--- src/rtl/rca_pipe_addsub.sv ---
// Pipelined ripple-carry adder/subtractor: WIDTH bits split into SEG ripple
// segments, one per stage, with valid/ready flow control and bubble collapsing.
module rca_pipe_addsub #(
   parameter int WIDTH = 32,
   parameter int SEG   = 4
) (
   input  logic             clk,
   input  logic             rst_n,
   input  logic             in_valid,
   output logic             in_ready,
   input  logic [WIDTH-1:0] a,
   input  logic [WIDTH-1:0] b,
   input  logic             cin,
   input  logic             sub,
   output logic             out_valid,
   input  logic             out_ready,
   output logic [WIDTH-1:0] sum,
   output logic             cout,
   output logic             ovf
);

   localparam int W = WIDTH / SEG;

   logic [SEG:0]   en;
   logic [SEG-1:0] v;
   logic [SEG-1:0] c;
   logic           ovf_q;

   assign en[SEG] = out_ready;

   for (genvar k = 0; k < SEG; k++) begin : st
      // Operand bits still to be summed when the beat reaches this stage
      localparam int IW = WIDTH - k * W;

      logic [IW-1:0]      xa;
      logic [IW-1:0]      xb;
      logic               ci;
      logic               vin;
      logic [W:0]         t;
      logic [(k+1)*W-1:0] snext;
      logic [(k+1)*W-1:0] s;
      logic               vr;
      logic               cr;

      assign t = {1'b0, xa[W-1:0]} + {1'b0, xb[W-1:0]} + {{W{1'b0}}, ci};

      // The mode bit only matters here: later stages see pre-inverted B
      if (k == 0) begin : g_in
         assign xa    = a;
         assign xb    = sub ? ~b : b;
         assign ci    = sub | cin;
         assign vin   = in_valid;
         assign snext = t[W-1:0];
      end else begin : g_mid
         assign xa    = st[k-1].g_ops.ra;
         assign xb    = st[k-1].g_ops.rb;
         assign ci    = c[k-1];
         assign vin   = v[k-1];
         assign snext = {t[W-1:0], st[k-1].s};
      end

      // An empty stage always loads, so bubbles are squeezed out under stall
      assign en[k] = !vr || en[k+1];
      assign v[k]  = vr;
      assign c[k]  = cr;

      always_ff @(posedge clk or negedge rst_n) begin
         if (!rst_n) begin
            vr <= 1'b0;
            cr <= 1'b0;
            s  <= '0;
         end else if (en[k]) begin
            vr <= vin;
            cr <= t[W];
            s  <= snext;
         end
      end

      if (k < SEG - 1) begin : g_ops
         logic [IW-W-1:0] ra;
         logic [IW-W-1:0] rb;

         always_ff @(posedge clk or negedge rst_n) begin
            if (!rst_n) begin
               ra <= '0;
               rb <= '0;
            end else if (en[k]) begin
               ra <= xa[IW-1:W];
               rb <= xb[IW-1:W];
            end
         end
      end

      // Overflow: carry into the MSB (recovered from the sum bit) xor carry out
      if (k == SEG - 1) begin : g_last
         always_ff @(posedge clk or negedge rst_n) begin
            if (!rst_n) begin
               ovf_q <= 1'b0;
            end else if (en[k]) begin
               ovf_q <= (t[W-1] ^ xa[W-1] ^ xb[W-1]) ^ t[W];
            end
         end
      end
   end

   assign in_ready  = en[0];
   assign out_valid = v[SEG-1];
   assign sum       = st[SEG-1].s;
   assign cout      = c[SEG-1];
   assign ovf       = ovf_q;

endmodule
--- config.mk ---
export PLATFORM = sky130hd
export DESIGN_NAME = rca_pipe_addsub
export DESIGN_NICKNAME = d
export VERILOG_FILES = /design/src/rtl/rca_pipe_addsub.sv
export SDC_FILE = /design/constraint.sdc
export NUM_CORES = 1
export LEC_CHECK = 0
export ABC_CLOCK_PERIOD_IN_PS = 3000
export CAP_MARGIN = 5
export CORE_MARGIN = 4
export CORE_UTILIZATION = 55
export CTS_CLUSTER_SIZE = 24
export DETAILED_ROUTE_END_ITERATION = 16
export PLACE_DENSITY = 0.8
export SLEW_MARGIN = 5
export SYNTH_ARGS = -nofsm -noshare
export SYNTH_HDL_FRONTEND = slang
export SYNTH_SLANG_ARGS = --single-unit
--- constraint.sdc ---
create_clock -name clk -period 3 [get_ports clk]
set_input_delay 0.6 -clock clk [delete_from_list [all_inputs] [get_ports clk]]
set_output_delay 0.6 -clock clk [all_outputs]
set_load 0.005 [all_outputs]
Yosys cells after proc, flatten, opt, wreduce, memory -nomap -nowiden
Index checks and enable logic that the tools add are counted.
Widths: inputs -> output; s select.
{"block": "totals", "ff_bits": 185, "inputBits": 70, "output_inout_bits": 36}
{"block": "classes", "add_sub_neg": 8, "reduce_logical": 8, "muxes": 1, "bitwise": 5}
{"cell": "$add 8x8->9", "count": 4}
{"cell": "$add 9x1->9", "count": 4}
{"cell": "$mux 32", "count": 1}
{"cell": "$not 32->32", "count": 1}
{"cell": "$logic_not 1->1", "count": 4}
{"cell": "$logic_or 1x1->1", "count": 4}
{"cell": "$xor 1x1->1", "count": 3}
{"cell": "$or 1x1->1", "count": 1}

Logic depth before layout (Yosys ltp)
{"block": "logic_depth", "depth_word": 5, "ltp_mapped": 12, "ltp_nobuf": 10}

Worst setup path after synthesis
Ideal clock, no wire load.
{"block": "synth_path", "path_type": "input-to-reg", "from": "input sub", "to": "register st[0].cr", "arrival_time_ns": 2.755, "cell_stages": 12, "setup_time_ns": 0.138, "path_slack_ns": 0.106, "path_buffers": 2, "cell_sequence": "clkbuf_1 buf_2 or2_2 fa_1 inv_1 fa_1 nor2b_1 o21a_1 o21a_1 o31a_1 o21ai_0 a31oi_1"}
{"block": "synth_via", "elab_chain_cells": 3, "elab_cells_between_ends": 4, "classes_between": "add/sub: 2; mux: 1; bitwise: 1"}
{"element": "start, declared", "line_no": "14", "source": "input logic sub,"}
{"element": "$mux 32", "line_no": "50", "source": "assign xb = sub ? ~b : b;"}
{"element": "$add 8x8->9", "line_no": "45", "source": "assign t = {1'b0, xa[W-1:0]} + {1'b0, xb[W-1:0]} + {{W{1'b0}}, ci};"}
{"element": "$add 9x1->9 *", "line_no": "45"}
{"element": "end signal, assigned", "line_no": "74", "source": "cr <= t[W];"}
{"element": "end, declared", "line_no": "43", "source": "logic cr;"}
Every way passes the cells marked *; elsewhere a longest branch is shown, timed or not.
A chain may end at the register's enable or synchronous reset.

Worst setup path after layout
{"block": "layout_path", "from": "input out_ready", "to": "output in_ready"}
{"block": "layout_via", "elab_chain_cells": 4}
{"element": "start, declared", "line_no": "16", "source": "input logic out_ready,"}
{"element": "$logic_or 1x1->1 (4 in series)", "line_no": "63", "source": "assign en[k] = !vr || en[k+1];"}
{"element": "end, declared", "line_no": "10", "source": "output logic in_ready,"}
Every way passes these cells.

==> impl_metrics.json <==
{
  "drc": 0,
  "cts_resized": 0,
  "fmax_mhz": 372,
  "clock-sinks": 185,
  "syn_avg_cell_area_um2": 10.3,
  "start_util": 0.566,
  "antenna_found_initial": 0,
  "status": "finished, final reports clean",
  "cts-htree-levels": 4,
  "grt_pass1_wl_mm": 27.2,
  "post_cts.repair.setup_buffers": 0,
  "p_switching_mw": 2.41,
  "seq_area_frac_synth": 0.556,
  "grt_usage": 0.202,
  "clk_path_buf_depth": 2,
  "grt_max_degree": 90,
  "cts_root_buffer": "clkbuf_16",
  "grt_pass1_vias": 5448,
  "die-height_um": 131,
  "hold_class": "input port to asynchronous set/reset pin",
  "p_leak_nw": 4.77,
  "vdd_drop_max_mv": 0.454,
  "antenna_cells_inserted": 0,
  "crit_path_end_kind": "output port",
  "fin_nets": 1010,
  "cts_hold_repair.buffers": 0,
  "synthCells": 804,
  "slew_headroom": 0.524,
  "finalCriticalPeriod_ns": 2.69,
  "async_flop_share": 1.00,
  "firstDrtPassIters": 4,
  "place_ws_ns": -0.0426,
  "worst_slew_pin_slew_ns": 0.715,
  "clk_pin_slew_ns": 0.06,
  "ios": 106,
  "drv_cap": 0,
  "setup_ws_ns": 0.311,
  "yosysUniqueCellTypes": 37,
  "p_per_area_nw_per_um2": 821,
  "topRoutingLayerUsed": "met4",
  "setup_violations": 0,
  "viasPerCell": 5.18,
  "switching_share": 0.288,
  "path_buf_inv": 2,
  "drt_iter0_markers": 374,
  "dieWidth_um": 131,
  "worstSkewPairLatency_ns": 0.43,
  "finalSetupTns_ns": 0,
  "area_delta_synth_final_pct": 22.6,
  "maxSlewViolCount": 0,
  "wl_per_cell_um": 14.9,
  "row_count": 44,
  "crit_chain": "clkdlybuf4s50_1, nor2b_4, and3_2, nand2_4, clkdlybuf4s50_1",
  "rsz0062_at_grt": "false",
  "synth_ff_type": "dfrtp_1",
  "yosys_warnings": 0,
  "crit_family": "buffers and inverters",
  "finClkSkew_ns": 0.0116,
  "drive_gt1_frac": 0.116,
  "place_congestion": 0.798,
  "m1WireLength_mm": 7.86,
  "final_common_cell": "nand2_1",
  "ys_seq_elements": 185,
  "dp_hpwl_mm": 11.3,
  "grt_overflow": 0,
  "die-area_um2": 17200,
  "combPwrFrac": 0.280,
  "core_um2": 14700,
  "cts_tree": "yes",
  "num_vias": 5691,
  "syn_nets": 910,
  "p_int_mw": 5.97,
  "final_cell_mix": "nand2_1, dfrtp_1, clkdlybuf4s50_1, mux2_2, a21oi_1",
  "synth_area_um2": 8320,
  "path_common_cell": "clkdlybuf4s50_1",
  "hold_viol": 0,
  "sequentialPowerShare": 0.437,
  "postRouteAntennaNets": 0,
  "synth_edf_count": 0,
  "pwr-share-clk": 0.283,
  "wl_met2_mm": 7.26,
  "crit_type": "input port to output port",
  "path_max_fanout": 3,
  "wl_mm": 16.3,
  "worst_setup_path_start_kind": "input port",
  "fill_cells": 1110,
  "max_stage_delay_ns": 0.58,
  "required_ns": 2.40,
  "cp_slowest_cell": "clkdlybuf4s50_1",
  "fin_crit_sh": 0.896,
  "cts-buffers-inserted": 17,
  "io_buffers": 105,
  "route.met3.wl_mm": 1.05,
  "worstPathArrival_ns": 2.09
}
## cells by family after synthesis
group           after synthesis  share of synthesized area
fa+ha+maj                    36                     0.0614
simple gates                313                      0.148
compound gates              109                     0.0782
flops                       185                      0.556
xor+xnor                     54                     0.0585
buf+inv                      55                     0.0272
mux                          52                     0.0704
## path summary, 6_finish.rpt
check	start	end	slack (ns)	cells past startpoint
max	out_ready	in_ready	0.31	5
min	rst_n	st[0].g_ops.rb[0]	0.20	1
max reg2reg	st[1].cr	st[2].cr	0.64	8
min reg2reg	st[2].s[4]	st[2].s[4]	0.46	2
max in group asynchronous	rst_n	sum[15]	1.93	2
min in group clk	st[2].s[4]	st[2].s[4]	0.46	2
## power groups by stage
stage	combinational [mW]	sequential, mW	clock [mW]
finish	2.35	3.66	2.37
global route	2.65	3.75	2.50
CTS	2.38	3.66	2.39
detailed placement	2.35	3.70	0
global placement	2.27	3.67	0
floorplan	1.43	3.58	0
## registers in the layout, summed over array words and instances, names as in the netlist
name	count
st.g_ops.rb	48
sum	32
st.vr	3
out_valid	1
st.s	48
st.g_ops.ra	48
cout	1
st.cr	3
ovf	1
## through the flow
| stage | hold slack (ns) | instance area [µm²] | power [mW] | instances | util |
|---|---|---|---|---|---|
| 4_1_cts | 0.230 | 10200 | 8.43 | 1099 | 0.694 |
| 5_1_grt | 0.270 | 10200 | 8.89 | 1099 | 0.694 |
| 3_3_place_gp | 0.446 | 9580 | 5.95 | 1069 | 0.652 |
| 3_5_place_dp | 0.452 | 9580 | 6.05 | 1069 | 0.652 |
| 2_1_floorplan | 0.304 | 8320 | 5.01 | 804 | - |
| 6_report | 0.205 | 10200 | 8.38 | 1099 | 0.694 |
## cell usage after synthesis, types with 7 or more instances
cell type / instances / area [µm²]
xor2_1: 20 / 175
ha_1: 28 / 350
xnor2_1: 33 / 289
o21ai_0: 32 / 160
clkbuf_1: 18 / 67.6
buf_2: 16 / 80.1
nand2_1: 244 / 916
a21oi_1: 46 / 230
fa_1: 8 / 160
inv_1: 18 / 67.6
mux2_2: 52 / 586
nor2_1: 42 / 158
dfrtp_1: 185 / 4630
nor3_1: 7 / 35.0
## layer usage
| layer | track usage | vias to the layer above |
|---|---|---|
| li1 | - | 2834 |
| met1 | 0.305 | 2711 |
| met2 | 0.293 | 136 |
| met3 | 0.0467 | 10 |
| met4 | 0.0653 | 0 |
| met5 | 0 | - |
## area by class of cell
class / instances / area (µm²) / area share
Timing Repair Buffer: 118 / 1170 / 0.115
Clock inverter: 8 / 143 / 0.0140
Sequential cell: 185 / 4630 / 0.454
Tap cell: 184 / 230 / 0.0226
Multi-Input combinational cell: 564 / 3480 / 0.341
Clock buffer: 22 / 484 / 0.0475
Inverter: 18 / 67.6 / 0.00662
(Power assumes the default switching activity.)
